`config.mk`:
```
export PLATFORM = sky130hd
export DESIGN_NAME = wash_run_ctrl
export DESIGN_NICKNAME = d
export VERILOG_FILES = /design/src/rtl/wash_pkg.sv /design/src/rtl/rise_edge.sv /design/src/rtl/wash_run_ctrl.sv
export SDC_FILE = /design/constraint.sdc
export NUM_CORES = 1
export LEC_CHECK = 0
export CORE_MARGIN = 1
export CORE_UTILIZATION = 35
export CTS_CLUSTER_SIZE = 14
export DETAILED_ROUTE_END_ITERATION = 6
export MAX_ROUTING_LAYER = met4
export PLACE_DENSITY = 0.6
export SYNTH_ARGS = -nofsm -noshare
export SYNTH_HDL_FRONTEND = slang
export SYNTH_SLANG_ARGS = --single-unit
```
`constraint.sdc`:
```
create_clock -name clk -period 2.79 [get_ports clk]
set_input_delay 0.4185 -clock clk [delete_from_list [all_inputs] [get_ports clk]]
set_output_delay 0.4185 -clock clk [all_outputs]
set_load 0.05 [all_outputs]
```
`src/rtl/wash_pkg.sv`:
```
// -----------------------------------------------------------------------------
// wash_pkg
// Shared constants for the washing-machine run controller:
//   - one-hot program codes presented by the mode selector
//   - one-hot phase codes, ordered {wash, rinse, spin}
//   - FSM state encoding
//   - default phase and buzzer durations, in ticks
// Helper functions decode a program code into its set of phases and walk
// that set in wash -> rinse -> spin order.
// -----------------------------------------------------------------------------
package wash_pkg;

    // Program select codes (one-hot, from the mode selector).
    localparam logic [5:0] MODE_FULL       = 6'b100000;  // wash + rinse + spin
    localparam logic [5:0] MODE_WASH       = 6'b010000;  // wash only
    localparam logic [5:0] MODE_WASH_RINSE = 6'b001000;  // wash + rinse
    localparam logic [5:0] MODE_RINSE_SPIN = 6'b000100;  // rinse + spin
    localparam logic [5:0] MODE_SPIN       = 6'b000010;  // spin only
    localparam logic [5:0] MODE_RINSE      = 6'b000001;  // rinse only

    // Phase codes; also used as a bit set of enabled phases.
    localparam logic [2:0] PH_NONE  = 3'b000;
    localparam logic [2:0] PH_WASH  = 3'b100;
    localparam logic [2:0] PH_RINSE = 3'b010;
    localparam logic [2:0] PH_SPIN  = 3'b001;

    // FSM state encoding.
    localparam logic [1:0] ST_IDLE  = 2'd0;
    localparam logic [1:0] ST_RUN   = 2'd1;
    localparam logic [1:0] ST_PAUSE = 2'd2;
    localparam logic [1:0] ST_DONE  = 2'd3;

    // Default durations in ticks.
    localparam int DEF_WASH_T  = 9;
    localparam int DEF_RINSE_T = 6;
    localparam int DEF_SPIN_T  = 3;
    localparam int DEF_BUZZ_T  = 4;

    // Set of phases a program runs; PH_NONE for anything that is not one of
    // the six legal one-hot codes.
    function automatic logic [2:0] mode_to_set(input logic [5:0] mode);
        logic [2:0] set;
        case (mode)
            MODE_FULL:       set = PH_WASH | PH_RINSE | PH_SPIN;
            MODE_WASH:       set = PH_WASH;
            MODE_WASH_RINSE: set = PH_WASH | PH_RINSE;
            MODE_RINSE_SPIN: set = PH_RINSE | PH_SPIN;
            MODE_SPIN:       set = PH_SPIN;
            MODE_RINSE:      set = PH_RINSE;
            default:         set = PH_NONE;
        endcase
        return set;
    endfunction

    // Earliest enabled phase in wash -> rinse -> spin order.
    function automatic logic [2:0] first_phase(input logic [2:0] set);
        logic [2:0] ph;
        if (set[2])      ph = PH_WASH;
        else if (set[1]) ph = PH_RINSE;
        else if (set[0]) ph = PH_SPIN;
        else             ph = PH_NONE;
        return ph;
    endfunction

    // Enabled phase following cur. For a one-hot cur, (cur - 1) masks in
    // exactly the later phases (the lower bits), so the priority pick of
    // first_phase yields the successor, or PH_NONE at the end of the program.
    function automatic logic [2:0] next_phase(input logic [2:0] set,
                                              input logic [2:0] cur);
        return first_phase(set & (cur - 3'd1));
    endfunction

endpackage

```
`src/rtl/rise_edge.sv`:
```
// -----------------------------------------------------------------------------
// rise_edge
// Registered rising-edge detector for an already-debounced level. The pulse
// is high for one cycle, in the cycle after the first clock edge that samples
// the level high.
// Ports:
//   clk   in   system clock
//   rst   in   synchronous, active-high reset; clears the history
//   d     in   level to watch
//   pulse out  one-cycle pulse following a 0 -> 1 transition of d
// -----------------------------------------------------------------------------
module rise_edge (
    input  logic clk,
    input  logic rst,
    input  logic d,
    output logic pulse
);

    logic prev;

    // NOTE: sequential state uses non-blocking assignments so every register
    // samples the pre-edge values regardless of statement order.
    always_ff @(posedge clk) begin
        if (rst) begin
            prev  <= 1'b0;
            pulse <= 1'b0;
        end else begin
            prev  <= d;
            pulse <= d & ~prev;
        end
    end

endmodule

```
`src/rtl/wash_run_ctrl.sv`:
```
// -----------------------------------------------------------------------------
// wash_run_ctrl
// Program sequencer for a washing machine. A start/pause press with a legal
// one-hot mode launches a program made of up to three timed phases
// (wash, rinse, spin). Each 1 Hz tick counts the current phase and the
// program total down; further presses pause and resume. On completion a
// one-cycle finish pulse is issued and, optionally, a buzzer sounds.
//
// Build option:
//   WASH_BUZZER_EN  defined   : buzzer sounds for BUZZ_T ticks in DONE; a
//                               press in DONE silences it and returns to idle.
//                   undefined : buzzer tied low, DONE lasts a single cycle.
//
// Parameters:
//   WASH_T, RINSE_T, SPIN_T   phase lengths in ticks (sum <= 255)
//   BUZZ_T                    buzzer length in ticks
// Ports:
//   clk          in   system clock
//   rst          in   synchronous, active-high reset
//   power_on     in   low forces idle and clears all outputs
//   start_pause  in   debounced start/pause button level
//   mode         in   [5:0] one-hot program select
//   tick         in   one-cycle 1 Hz enable
//   flag_run     out  high while a program is running or paused
//   finish       out  one-cycle pulse at program completion
//   phase        out  [2:0] one-hot {wash, rinse, spin}, 000 when not running
//   remaining    out  [7:0] ticks left in the whole program
//   buzzer       out  completion alarm
// -----------------------------------------------------------------------------
module wash_run_ctrl
    import wash_pkg::*;
#(
    parameter int WASH_T  = DEF_WASH_T,
    parameter int RINSE_T = DEF_RINSE_T,
    parameter int SPIN_T  = DEF_SPIN_T,
    parameter int BUZZ_T  = DEF_BUZZ_T
) (
    input  logic       clk,
    input  logic       rst,
    input  logic       power_on,
    input  logic       start_pause,
    input  logic [5:0] mode,
    input  logic       tick,
    output logic       flag_run,
    output logic       finish,
    output logic [2:0] phase,
    output logic [7:0] remaining,
    output logic       buzzer
);

    // ------------------------------------------------------------------
    // Elaboration checks: all counters are 8 bits wide.
    // ------------------------------------------------------------------
    if (WASH_T + RINSE_T + SPIN_T > 255) begin : g_sum_check
        $error("wash_run_ctrl: WASH_T + RINSE_T + SPIN_T exceeds 255");
    end
    if (WASH_T < 1 || RINSE_T < 1 || SPIN_T < 1) begin : g_len_check
        $error("wash_run_ctrl: every phase must last at least one tick");
    end
    if (BUZZ_T < 1 || BUZZ_T > 255) begin : g_buzz_check
        $error("wash_run_ctrl: BUZZ_T must lie in 1..255");
    end

    localparam logic [7:0] WASH_L  = 8'(WASH_T);
    localparam logic [7:0] RINSE_L = 8'(RINSE_T);
    localparam logic [7:0] SPIN_L  = 8'(SPIN_T);

    function automatic logic [7:0] phase_len(input logic [2:0] ph);
        logic [7:0] len;
        case (ph)
            PH_WASH:  len = WASH_L;
            PH_RINSE: len = RINSE_L;
            PH_SPIN:  len = SPIN_L;
            default:  len = 8'd0;
        endcase
        return len;
    endfunction

    // ------------------------------------------------------------------
    // Start/pause press detection.
    // ------------------------------------------------------------------
    logic start_edge;

    rise_edge u_start_edge (
        .clk   (clk),
        .rst   (rst),
        .d     (start_pause),
        .pulse (start_edge)
    );

    // ------------------------------------------------------------------
    // Program decode and phase sequencing.
    // ------------------------------------------------------------------
    logic [1:0] state;
    logic [2:0] phase_set;   // phases of the program latched at start
    logic [2:0] cur_phase;   // active phase, PH_NONE outside RUN/PAUSE
    logic [7:0] phase_cnt;   // ticks left in the active phase

    logic [2:0] start_set;
    logic [2:0] start_phase;
    logic [7:0] start_total;
    logic [2:0] succ_phase;
    logic       last_tick;   // current tick ends the active phase

    assign start_set   = mode_to_set(mode);
    assign start_phase = first_phase(start_set);
    assign start_total = (start_set[2] ? WASH_L  : 8'd0)
                       + (start_set[1] ? RINSE_L : 8'd0)
                       + (start_set[0] ? SPIN_L  : 8'd0);
    assign succ_phase  = next_phase(phase_set, cur_phase);
    assign last_tick   = (phase_cnt == 8'd1);

`ifdef WASH_BUZZER_EN
    logic [7:0] buzz_cnt;    // ticks of alarm left while in DONE
`endif

    // ------------------------------------------------------------------
    // Main FSM. Priority: rst, then power_on low, then start edge, then tick.
    // ------------------------------------------------------------------
    always_ff @(posedge clk) begin
        if (rst) begin
            state     <= ST_IDLE;
            phase_set <= PH_NONE;
            cur_phase <= PH_NONE;
            phase_cnt <= 8'd0;
            remaining <= 8'd0;
            finish    <= 1'b0;
`ifdef WASH_BUZZER_EN
            buzz_cnt  <= 8'd0;
`endif
        end else if (!power_on) begin
            state     <= ST_IDLE;
            phase_set <= PH_NONE;
            cur_phase <= PH_NONE;
            phase_cnt <= 8'd0;
            remaining <= 8'd0;
            finish    <= 1'b0;
`ifdef WASH_BUZZER_EN
            buzz_cnt  <= 8'd0;
`endif
        end else begin
            finish <= 1'b0;
            case (state)
                ST_IDLE: begin
                    // An illegal mode decodes to an empty set and is ignored.
                    if (start_edge && start_set != PH_NONE) begin
                        state     <= ST_RUN;
                        phase_set <= start_set;
                        cur_phase <= start_phase;
                        phase_cnt <= phase_len(start_phase);
                        remaining <= start_total;
                    end
                end

                ST_RUN: begin
                    // A press wins over a coincident tick; that tick is lost.
                    if (start_edge) begin
                        state <= ST_PAUSE;
                    end else if (tick) begin
                        remaining <= remaining - 8'd1;
                        if (!last_tick) begin
                            phase_cnt <= phase_cnt - 8'd1;
                        end else if (succ_phase != PH_NONE) begin
                            cur_phase <= succ_phase;
                            phase_cnt <= phase_len(succ_phase);
                        end else begin
                            state     <= ST_DONE;
                            phase_set <= PH_NONE;
                            cur_phase <= PH_NONE;
                            phase_cnt <= 8'd0;
                            finish    <= 1'b1;
`ifdef WASH_BUZZER_EN
                            buzz_cnt  <= 8'(BUZZ_T);
`endif
                        end
                    end
                end

                ST_PAUSE: begin
                    if (start_edge) begin
                        state <= ST_RUN;
                    end
                end

                ST_DONE: begin
`ifdef WASH_BUZZER_EN
                    if (start_edge) begin
                        state    <= ST_IDLE;
                        buzz_cnt <= 8'd0;
                    end else if (tick) begin
                        if (buzz_cnt == 8'd1) begin
                            state <= ST_IDLE;
                        end
                        buzz_cnt <= buzz_cnt - 8'd1;
                    end
`else
                    state <= ST_IDLE;
`endif
                end

                default: state <= ST_IDLE;
            endcase
        end
    end

    // ------------------------------------------------------------------
    // Outputs.
    // ------------------------------------------------------------------
    assign flag_run = (state == ST_RUN) || (state == ST_PAUSE);
    assign phase    = flag_run ? cur_phase : PH_NONE;

`ifdef WASH_BUZZER_EN
    assign buzzer = (state == ST_DONE);
`else
    assign buzzer = 1'b0;
`endif

endmodule
```
==> impl_summary.txt, run 1 <==
----------------------------------------------------
[Synthesis]
  Post-synthesis cell type with the largest combined area ... sky130_fd_sc_hd__dfxtp_1
  Predominant post-synthesis flop cell ... sky130_fd_sc_hd__dfxtp_1
  Sequential fraction of the synthesis area ... 0.304
  Count of distinct cell types in the synthesized netlist ... 54
  Top cells by area, synth ... sky130_fd_sc_hd__dfxtp_1, sky130_fd_sc_hd__ha_1, sky130_fd_sc_hd__nor2_1
  Gate count of the mapped netlist ... 216
  Total of warnings raised by yosys ... 0
  Share of synthesized flip-flops with an asynchronous set or reset ... 0
  Mapped cell area ... 1780 um^2
  Synthesized area per cell ... 8.24 um^2
  Synthesized flop and latch total ... 27
  Number of flops mapped to enable cells by yosys ... 0
  Area fraction of the dominant cell type after synthesis ... 0.304
  Syn_nets ... 241

[Clocking]
  CTS sink count ... 27
  Insertion delay to the later sink of the worst-skew pair ... 280 ps
  Clock root buffer master ... sky130_fd_sc_hd__clkbuf_8
  Num CTS Buffers ... 3
  Maximum clock insertion buffer count ... 2
  Clock tree from TritonCTS ... done
  Hold-fix buffer count after cts ... 0
  H-tree level count ... 1
  Clock input transition at the sequential cells of the worst setup and hold paths ... 100 ps

[Timing]
  Final setup violation count ... 0
  Actual slew at the worst max-slew pin ... 496 ps
  Pins Over Slew Limit ... 0
  Peak Freq ... 379 MHz
  Fraction of the cycle the final worst path needs ... 0.946
  Final count of hold timing violations ... 0
  Shortest period the worst path allows ... 2640 ps
  Normalized max-slew margin ... 0.668
  Setup Skew ... 2.44 ps

[Setup path]
  Kind of end point of the critical path ... register
  Sort of element at the start of the critical path ... input pin
  CP max FO ... 5
  Data arrival time at the worst-slack endpoint ... 2820 ps
  Required @ worst endpoint ... 2970 ps
  Classification of the worst setup path ... in -> reg

[Detailed routing]
  Remaining routing DRC violations ... 0
  Number of vias per cell after detailed routing ... 5.03
  Post-route antenna net violation count ... 0
  Wirelength per Cell ... 12.4 um
  Vias after detailed routing ... 1,626
  Final WL ... 4000 um
  Total iterations of the first detailed-routing run ... 4
  Iteration-0 DRC Markers ... 70

[Finish]
  Fraction of final layout cells sized beyond drive strength 1 ... 0.145
  Final standard cell area without fillers ... 2260 um^2
  Area grow syn2layout ... 26.9%
  Nets ... 282
  Antenna Diode Count ... 0

[Placement]
  Sum of net half-perimeters after detailed placement ... 3060 um
  Post-DP Area ... 2190 um^2
  Buffers added on ports ... 23
  Final GP Congestion ... 0.842

[Floorplanning]
  Core region area ... 4820 um^2
  Effective utilization at floorplan ... 0.370
  Horizontal die dimension ... 73.3 um
  Area of the die ... 5380 um^2
  I/O Pins ... 25
  Core Rows ... 25
  Vertical extent of the die ... 73.3 um

[Global routing]
  Initial antenna violation count ... 0
  Grt met3 use ... 0.0288
  Residual overflow from global routing ... 0
  Via count of the first global-routing pass ... 1,517
  GRT Max-Usage Layer ... met2
  Global-route usage over all layers ... 0.171
  Met2 capacity usage during global routing ... 0.280
  Pin count of the biggest net entering global routing ... 20
  Wire length of the first global-routing pass ... 6920 um
  Met1 track demand over resource ... 0.218

[Pwr]
  Power density over the cells ... 323 nW/um^2
  Total power ... 731 uW
  Max rail drop VDD ... 173 uV
  Leak ... 0.000863 uW

[Outcome]
  Status ... finished clean

[Job]
  Max-capacitance violation count ... 0

[Hold path]
  Class of the worst hold path ... reg -> reg

----------------------------------------------------
-- cell families (layout without fill, tap and decap cells) --
kind of cell / Yosys count / in the layout / synth area share
other: 1 / 1 / 0.00211
AND/OR/NAND/NOR: 79 / 79 / 0.223
adder cells (fa/ha/maj): 14 / 14 / 0.103
flip-flops: 27 / 27 / 0.304
AO/OA/AOI/OAI: 61 / 61 / 0.242
multiplexers: 1 / 1 / 0.00562
XOR/XNOR: 11 / 11 / 0.0583
buffers and inverters: 22 / 62 / 0.0625
-- power by group --
part	internal, uW	total [uW]	leakage (uW)	switching [uW]
Clock	103	236	0.0000228	133
Sequential	389	393	0.000218	3.50
Combinational	47.9	103	0.000622	54.6
Total	540	731	0.000863	191
-- worst max-delay path, cell delays in order --
cell and delay, ps:
sky130_fd_sc_hd__clkdlybuf4s50_1 520, sky130_fd_sc_hd__or4b_4 490, sky130_fd_sc_hd__a311oi_4 320, sky130_fd_sc_hd__inv_2 60, sky130_fd_sc_hd__ha_1 240, sky130_fd_sc_hd__o22ai_4 200
sky130_fd_sc_hd__a21oi_4 60, sky130_fd_sc_hd__a21oi_1 120, sky130_fd_sc_hd__buf_4 150, sky130_fd_sc_hd__nand2b_1 180, sky130_fd_sc_hd__nor2_1 70
-- per-layer routing --
layer	up-vias	part of all wire
li1	845	-
met5	-	0
met4	0	0.012
met2	33	0.46
met1	743	0.48
met3	5	0.052
-- synth_stat cells (4+ instances only) --
master	count
sky130_fd_sc_hd__dfxtp_1	27
sky130_fd_sc_hd__nor2_1	23
sky130_fd_sc_hd__nand2_1	19
sky130_fd_sc_hd__ha_1	13
sky130_fd_sc_hd__a21oi_1	12
sky130_fd_sc_hd__inv_1	12
sky130_fd_sc_hd__o21ai_0	9
sky130_fd_sc_hd__nor3_1	8
sky130_fd_sc_hd__a31oi_1	7
sky130_fd_sc_hd__xor2_1	7
sky130_fd_sc_hd__nand3_1	6
sky130_fd_sc_hd__o21ai_1	6
sky130_fd_sc_hd__nor2b_1	5
sky130_fd_sc_hd__a22oi_1	4
sky130_fd_sc_hd__o211ai_1	4
-- cell type report --
class                      instances  area [um^2]
inverter                          14         52.6
tap                               67         83.8
multi-input combinational        167         1140
fill                             491         2560
sequential                        27          541
timing repair buffer              44          393
clock buffer                       4         45.0
-- flip-flops by register name (all words and copies together), names as in the netlist --
name	cells
u_start_edge.pulse	1
phase_set	3
cur_phase	3
finish	1
phase_cnt	8
state	2
remaining	8
u_start_edge.prev	1
-- cells in the final DEF (no fill, tap or decap), types with 2 or more instances in the layout --
cell                               n
sky130_fd_sc_hd__dfxtp_1          27
sky130_fd_sc_hd__nor2_1           22
sky130_fd_sc_hd__clkdlybuf4s50_1  21
sky130_fd_sc_hd__buf_4            21
sky130_fd_sc_hd__nand2_1          19
sky130_fd_sc_hd__ha_1             13
sky130_fd_sc_hd__inv_1            12
sky130_fd_sc_hd__a21oi_1          12
sky130_fd_sc_hd__o21ai_0           9
sky130_fd_sc_hd__nor3_1            8
sky130_fd_sc_hd__xor2_1            7
sky130_fd_sc_hd__a31oi_1           7
sky130_fd_sc_hd__nand3_1           6
sky130_fd_sc_hd__o21ai_1           6
sky130_fd_sc_hd__nor2b_1           5
sky130_fd_sc_hd__o211ai_1          4
sky130_fd_sc_hd__a22oi_1           4
sky130_fd_sc_hd__xnor2_1           3
sky130_fd_sc_hd__and2_1            3
sky130_fd_sc_hd__nor4_1            3
sky130_fd_sc_hd__clkbuf_8          3
sky130_fd_sc_hd__inv_2             2
sky130_fd_sc_hd__nand3b_1          2
sky130_fd_sc_hd__nand2b_1          2
sky130_fd_sc_hd__or2b_2            2
sky130_fd_sc_hd__a211oi_1          2
sky130_fd_sc_hd__o221a_1           2
sky130_fd_sc_hd__o22ai_1           2
sky130_fd_sc_hd__dlymetal6s2s_1    2
-- final timing paths --
check / startpoint / endpoint / slack [ps] / cells past startpoint
setup / recovery: mode[0] / phase_cnt[4] / 150 / 11
hold / removal: u_start_edge.prev / u_start_edge.pulse / 400 / 1
setup reg to reg: state[1] / phase_cnt[4] / 700 / 9
hold reg to reg: u_start_edge.prev / u_start_edge.pulse / 400 / 1
-- timing repair --
item,in CTS,in global routing
setup buffers,0,1
setup endpoints to repair,0,9
gates resized for setup,0,4
hold endpoints to repair,0,0
-- per-stage QoR --
stage,util,worst slack [ps],hold WS (ps),std cells,TNS (ps)
2_1_floorplan,-,131,367,216,0
3_3_place_gp,0.455,-189,371,318,-2360
3_5_place_dp,0.455,-221,378,318,-3090
4_1_cts,0.464,72.5,399,322,0
5_1_grt,0.469,-0.141,422,323,-0.141
6_report,0.469,151,396,323,0
No activity file was read; power rests on OpenSTA's default activity.
==> run 2, diff against run 1 <==
--- a/config.mk
+++ b/config.mk
@@ -9,6 +9,7 @@
 export CORE_UTILIZATION = 35
 export CTS_CLUSTER_SIZE = 14
 export DETAILED_ROUTE_END_ITERATION = 6
+export GPL_TIMING_DRIVEN = 0
 export MAX_ROUTING_LAYER = met4
 export PLACE_DENSITY = 0.6
 export SYNTH_ARGS = -nofsm -noshare
==> run 2 against run 1 <==
Die area stayed put. Final cell count is 3.1% lower. Combinational power is 9% lower. Cell area is 3.6% lower. Sequential cell count stayed put. Worst setup slack better by 38 ps. Critical path type unchanged.
==> impl_summary.txt, run 2 (synthesized netlist as in run 1, its figures left out) <==
----------------------------------------------------
[Finish]
  Total of fill cells in the finished design ... 498
  Antenna Diode Count ... 0
  Most common cell after layout, fill and taps aside ... sky130_fd_sc_hd__dfxtp_1
  Most frequent cells in the layout ... sky130_fd_sc_hd__dfxtp_1, sky130_fd_sc_hd__nor2_1, sky130_fd_sc_hd__nand2_1, sky130_fd_sc_hd__clkdlybuf4s50_1, sky130_fd_sc_hd__ha_1
  Nets ... 272
  Area grow syn2layout ... 22.3%
  Largest registers ... phase_cnt: 8 flops, remaining: 8 flops
  Final standard cell area without fillers ... 2180 um^2
  Fraction of final layout cells sized beyond drive strength 1 ... 0.0976

[Placement]
  Final GP Congestion ... 0.819
  Post-DP Area ... 2100 um^2
  Sum of net half-perimeters after detailed placement ... 3050 um
  Buffers added on ports ... 23
  Dpl ws ... -809 ps

[Hold path]
  Hold Crit Depth ... 1
  Launch point of the worst hold path ... u_start_edge.prev
  Class of the worst hold path ... reg -> reg
  Hold path endpoint ... u_start_edge.pulse

[Setup path]
  Required @ worst endpoint ... 2940 ps
  Crit path buf inv count ... 3
  Family with the most delay on the worst path ... compound AO/OA/AOI/OAI gates
  Kind of end point of the critical path ... register
  Crit path from ... mode[2]
  R2R Path End ... state[1]
  Cells traversed along the worst timing path ... dlygate4sd2_1, or4b_4, a311oi_4, inv_2, ha_1, o22ai_4, a21o_1, buf_6, nand2_1, a22oi_1, nor2_1
  R2r worst-path depth ... 8
  Worst setup slack for register-to-register paths ... 790 ps
  Classification of the worst setup path ... in -> reg
  Stage delay of the slowest cell on the critical path ... 570 ps
  CP max FO ... 10
  Startpoint of the worst-slack reg-to-reg timing path ... cur_phase[0]
  Sort of element at the start of the critical path ... input pin
  CP max stage cell ... sky130_fd_sc_hd__or4b_4
  Data arrival time at the worst-slack endpoint ... 2750 ps

[Timing]
  Setup Skew ... 2.47 ps
  Final setup violation count ... 0
  Final count of hold timing violations ... 0
  Pins Over Slew Limit ... 0
  Peak Freq ... 385 MHz
  Normalized max-slew margin ... 0.502
  Shortest period the worst path allows ... 2600 ps
  Actual slew at the worst max-slew pin ... 745 ps
  Final worst-path setup slack ... 189 ps
  Setup repair after global routing missed its margin ... no
  Fraction of the cycle the final worst path needs ... 0.932

[Floorplanning]
  Vertical extent of the die ... 73.3 um
  Effective utilization at floorplan ... 0.370
  Horizontal die dimension ... 73.3 um
  Core Rows ... 25
  Core region area ... 4820 um^2
  Area of the die ... 5380 um^2
  I/O Pins ... 25

[Detailed routing]
  Number of vias per cell after detailed routing ... 5.08
  Post-route antenna net violation count ... 0
  Total iterations of the first detailed-routing run ... 6
  Iteration-0 DRC Markers ... 66
  Final WL ... 4060 um
  Remaining routing DRC violations ... 0
  Vias after detailed routing ... 1,591
  Wirelength per Cell ... 13.0 um

[Pwr]
  Max rail drop VDD ... 206 uV
  Power density over the cells ... 325 nW/um^2
  Leak ... 0.000802 uW

[Global routing]
  Pin count of the biggest net entering global routing ... 15
  Via count of the first global-routing pass ... 1,548
  Residual overflow from global routing ... 0
  Global-route usage over all layers ... 0.179
  Wire length of the first global-routing pass ... 7200 um
  Initial antenna violation count ... 0

[Clocking]
  Maximum clock insertion buffer count ... 2
  Clock root buffer master ... sky130_fd_sc_hd__clkbuf_8
  Num CTS Buffers ... 3
  Insertion delay to the later sink of the worst-skew pair ... 270 ps
  Clock tree from TritonCTS ... done
  H-tree level count ... 1
  CTS sink count ... 27
  Clock input transition at the sequential cells of the worst setup and hold paths ... 90 ps

[Outcome]
  Status ... finished clean

[Job]
  Max-capacitance violation count ... 0

----------------------------------------------------
-- run 2: worst max-delay path by stage --
stage	cells after the start	slack [ps]	to
6_report	11	190	phase_set[1]
5_1_grt	11	70	phase_set[1]
4_1_cts	11	4	phase_set[1]
3_5_place_dp	10	-810	phase_cnt[4]
3_3_place_gp	10	-810	phase_cnt[7]
2_1_floorplan	10	130	remaining[2]
-- run 2: cell type report --
cell class              count  area [um^2]  share of cell area
plain buffers               8         58.8              0.0270
clock buffers               4         45.0              0.0207
inverters                  14         52.6              0.0241
multi-input cells         167         1150               0.526
flip-flops and latches     27          541               0.248
well taps                  67         83.8              0.0385
repair buffers             26          251               0.115
-- run 2: per-layer routing --
metal	routed length [um]	vias up	track usage
met4	32	0	0.0385
met2	1780	33	0.285
li1	-	828	-
met3	157	2	0.0247
met5	0	-	-
met1	2090	728	0.242
-- run 2: worst register-to-register path, cell delays in order (launching register included) --
cell	delay, ps
sky130_fd_sc_hd__dfxtp_1	350
sky130_fd_sc_hd__inv_1	90
sky130_fd_sc_hd__ha_1	210
sky130_fd_sc_hd__xor2_1	150
sky130_fd_sc_hd__a221o_1	340
sky130_fd_sc_hd__a211oi_1	240
sky130_fd_sc_hd__o21ai_1	120
sky130_fd_sc_hd__a31oi_1	220
sky130_fd_sc_hd__o221a_1	230
-- run 2: what timing repair did --
item,CTS,global route
hold buffers,0,0
setup endpoints to repair,24,19
endpoints found under the hold margin,0,0
pin swaps,2,1
buffers inserted,3,0
resized for setup,5,1
-- run 2: report_power, final --
part / leakage, uW / switching (uW) / internal [uW] / total [uW]
logic: 0.000561 / 54.7 / 39.3 / 94.0
clock network: 0.0000228 / 120 / 102 / 222
registers: 0.000218 / 3.32 / 389 / 392
-- run 2: metrics by stage --
stage          hold WS [ps]  setup TNS, ps   util  total power, uW  instances
2_1_floorplan           367              0      -              458        216
3_3_place_gp            370         -16060  0.436              493        306
3_5_place_dp            389         -15850  0.436              493        306
4_1_cts                 403              0  0.452              719        313
5_1_grt                 416              0  0.452              747        313
6_report                398              0  0.452              708        313
==> run 3, diff against run 2 <==
--- a/config.mk
+++ b/config.mk
@@ -6,12 +6,13 @@
 export NUM_CORES = 1
 export LEC_CHECK = 0
 export CORE_MARGIN = 1
-export CORE_UTILIZATION = 35
+export CORE_UTILIZATION = 46
 export CTS_CLUSTER_SIZE = 14
 export DETAILED_ROUTE_END_ITERATION = 6
 export GPL_TIMING_DRIVEN = 0
 export MAX_ROUTING_LAYER = met4
-export PLACE_DENSITY = 0.6
+export PLACE_DENSITY = 0.8
+export SLEW_MARGIN = 20
 export SYNTH_ARGS = -nofsm -noshare
 export SYNTH_HDL_FRONTEND = slang
 export SYNTH_SLANG_ARGS = --single-unit
==> run 3 against run 2 <==
Critical path depth unchanged. Routed wire length shrank 0.91%. Register-to-register slack gained 30 ps. Critical path type unchanged. Via count grew 5.2%. Total power is 1.4% higher.
==> impl_summary.txt, run 3 (synthesized netlist as in run 1, its figures left out) <==
----------------------------------------------------
[Detailed routing]
  Final WL ... 4020 um
  Iteration-0 DRC Markers ... 93
  Met1 routed wirelength after detailed routing ... 1890 um
  Wirelength per Cell ... 13.7 um
  Total iterations of the first detailed-routing run ... 4
  Vias after detailed routing ... 1,674
  Number of vias per cell after detailed routing ... 5.69
  Routed length on met3 ... 191 um
  Highest metal layer with signal wires ... met4
  Remaining routing DRC violations ... 0
  Total met2 wirelength after detailed routing ... 1830 um
  Post-route antenna net violation count ... 0

[Placement]
  Post-DP Area ... 2080 um^2
  Final GP Congestion ... 0.877
  Sum of net half-perimeters after detailed placement ... 2940 um
  Inst Count DP ... 287
  Buffers added on ports ... 23

[Setup path]
  Required @ worst endpoint ... 2960 ps
  Data arrival time at the worst-slack endpoint ... 2780 ps
  Cells traversed along the worst timing path ... dlygate4sd2_1, or4b_4, a311oi_4, inv_2, ha_1, o22ai_4, a21o_1, buf_6, nand2_1, a22oi_1, nor2_1
  CP max FO ... 10
  Sort of element at the start of the critical path ... input pin
  CP max stage cell ... sky130_fd_sc_hd__or4b_4
  Stage delay of the slowest cell on the critical path ... 570 ps
  Kind of end point of the critical path ... register
  Classification of the worst setup path ... in -> reg

[Finish]
  Area grow syn2layout ... 21.2%
  Total of fill cells in the finished design ... 343
  Antenna Diode Count ... 0
  Largest registers ... phase_cnt: 8 flops, remaining: 8 flops
  Number of non-filler instances in the completed layout ... 294
  Fraction of final layout cells sized beyond drive strength 1 ... 0.0976
  Most common cell after layout, fill and taps aside ... sky130_fd_sc_hd__dfxtp_1
  Most frequent cells in the layout ... sky130_fd_sc_hd__dfxtp_1, sky130_fd_sc_hd__nor2_1, sky130_fd_sc_hd__nand2_1, sky130_fd_sc_hd__clkdlybuf4s50_1, sky130_fd_sc_hd__ha_1
  Final standard cell area without fillers ... 2160 um^2
  Nets ... 272

[Timing]
  Normalized max-slew margin ... 0.514
  Peak Freq ... 383 MHz
  Fin Setup TNS ... 0 ps
  Final setup violation count ... 0
  Actual slew at the worst max-slew pin ... 728 ps
  Setup repair after global routing missed its margin ... no
  WHS ... 389 ps
  Fraction of the cycle the final worst path needs ... 0.935
  Setup Skew ... 10.8 ps
  Pins Over Slew Limit ... 0
  Final count of hold timing violations ... 0
  Shortest period the worst path allows ... 2610 ps

[Clocking]
  Num CTS Buffers ... 3
  Maximum clock insertion buffer count ... 2
  CTS sink count ... 27
  Hold-fix buffer count after cts ... 0
  Clock root buffer master ... sky130_fd_sc_hd__clkbuf_8
  H-tree level count ... 1
  Clock tree from TritonCTS ... done
  Clock input transition at the sequential cells of the worst setup and hold paths ... 100 ps
  Insertion delay to the later sink of the worst-skew pair ... 290 ps

[Floorplanning]
  Vertical extent of the die ... 64.2 um
  I/O Pins ... 25
  Effective utilization at floorplan ... 0.483
  Core region area ... 3690 um^2
  Area of the die ... 4120 um^2
  Core Rows ... 22
  Horizontal die dimension ... 64.2 um

[Global routing]
  Residual overflow from global routing ... 0
  Via count of the first global-routing pass ... 1,569
  Pin count of the biggest net entering global routing ... 15
  Wire length of the first global-routing pass ... 7050 um
  Global-route usage over all layers ... 0.226
  Initial antenna violation count ... 0

[Pwr]
  Leak ... 0.000810 uW
  Power density over the cells ... 333 nW/um^2
  Total power ... 718 uW
  Max rail drop VDD ... 194 uV

[Job]
  Max-capacitance violation count ... 0

[Hold path]
  Class of the worst hold path ... reg -> reg

[Outcome]
  Status ... finished clean

----------------------------------------------------
==> run 3: path summary, 6_finish.rpt <==
kind / startpoint / endpoint / slack [ps] / cells past startpoint
worst max-delay path: mode[2] / phase_set[0] / 180 / 11
worst min register to register: u_start_edge.prev / u_start_edge.pulse / 390 / 1
worst min-delay path: u_start_edge.prev / u_start_edge.pulse / 390 / 1
worst max register to register: cur_phase[0] / state[0] / 820 / 8
==> run 3: per-layer routing <==
layer,vias up,global-route usage
met5,-,-
met4,0,0.103
met3,10,0.0321
met2,44,0.366
met1,782,0.277
li1,838,-
==> run 3: final cells by class <==
class / count / area, um^2 / share of cell area
Sequential cell: 27 / 541 / 0.250
Multi-Input combinational cell: 167 / 1150 / 0.531
Clock buffer: 4 / 45.0 / 0.0209
Buffer: 8 / 58.8 / 0.0272
Inverter: 14 / 52.6 / 0.0243
Tap cell: 48 / 60.1 / 0.0278
Timing Repair Buffer: 26 / 255 / 0.118
==> run 3: critical path, delay by kind of cell <==
kind / cells / cell delay, ps
AOI/OAI and AO/OA: 4 / 830
buffers and inverters: 3 / 580
adders and majority gates: 1 / 260
and+or+nand+nor: 3 / 700
==> run 3: metrics by stage <==
stage | util | setup slack [ps]
after floorplan | - | 131
after global placement | 0.563 | -767
after detailed placement | 0.563 | -789
after CTS | 0.584 | 4.84
after global routing | 0.585 | 24.9
final | 0.585 | 181
==> run 3: what timing repair did <==
item / CTS / global route
hold endpoints to repair: 0 / 0
pin swaps: 2 / 0
setup buffers: 3 / 0
endpoints found under the setup margin: 24 / 19
resized for setup: 4 / 2
==> run 3: where the power goes <==
| part | internal [uW] | switching [uW] |
|---|---|---|
| clock | 103 | 129 |
| combinational | 39.7 | 54.3 |
| sequential | 389 | 3.22 |
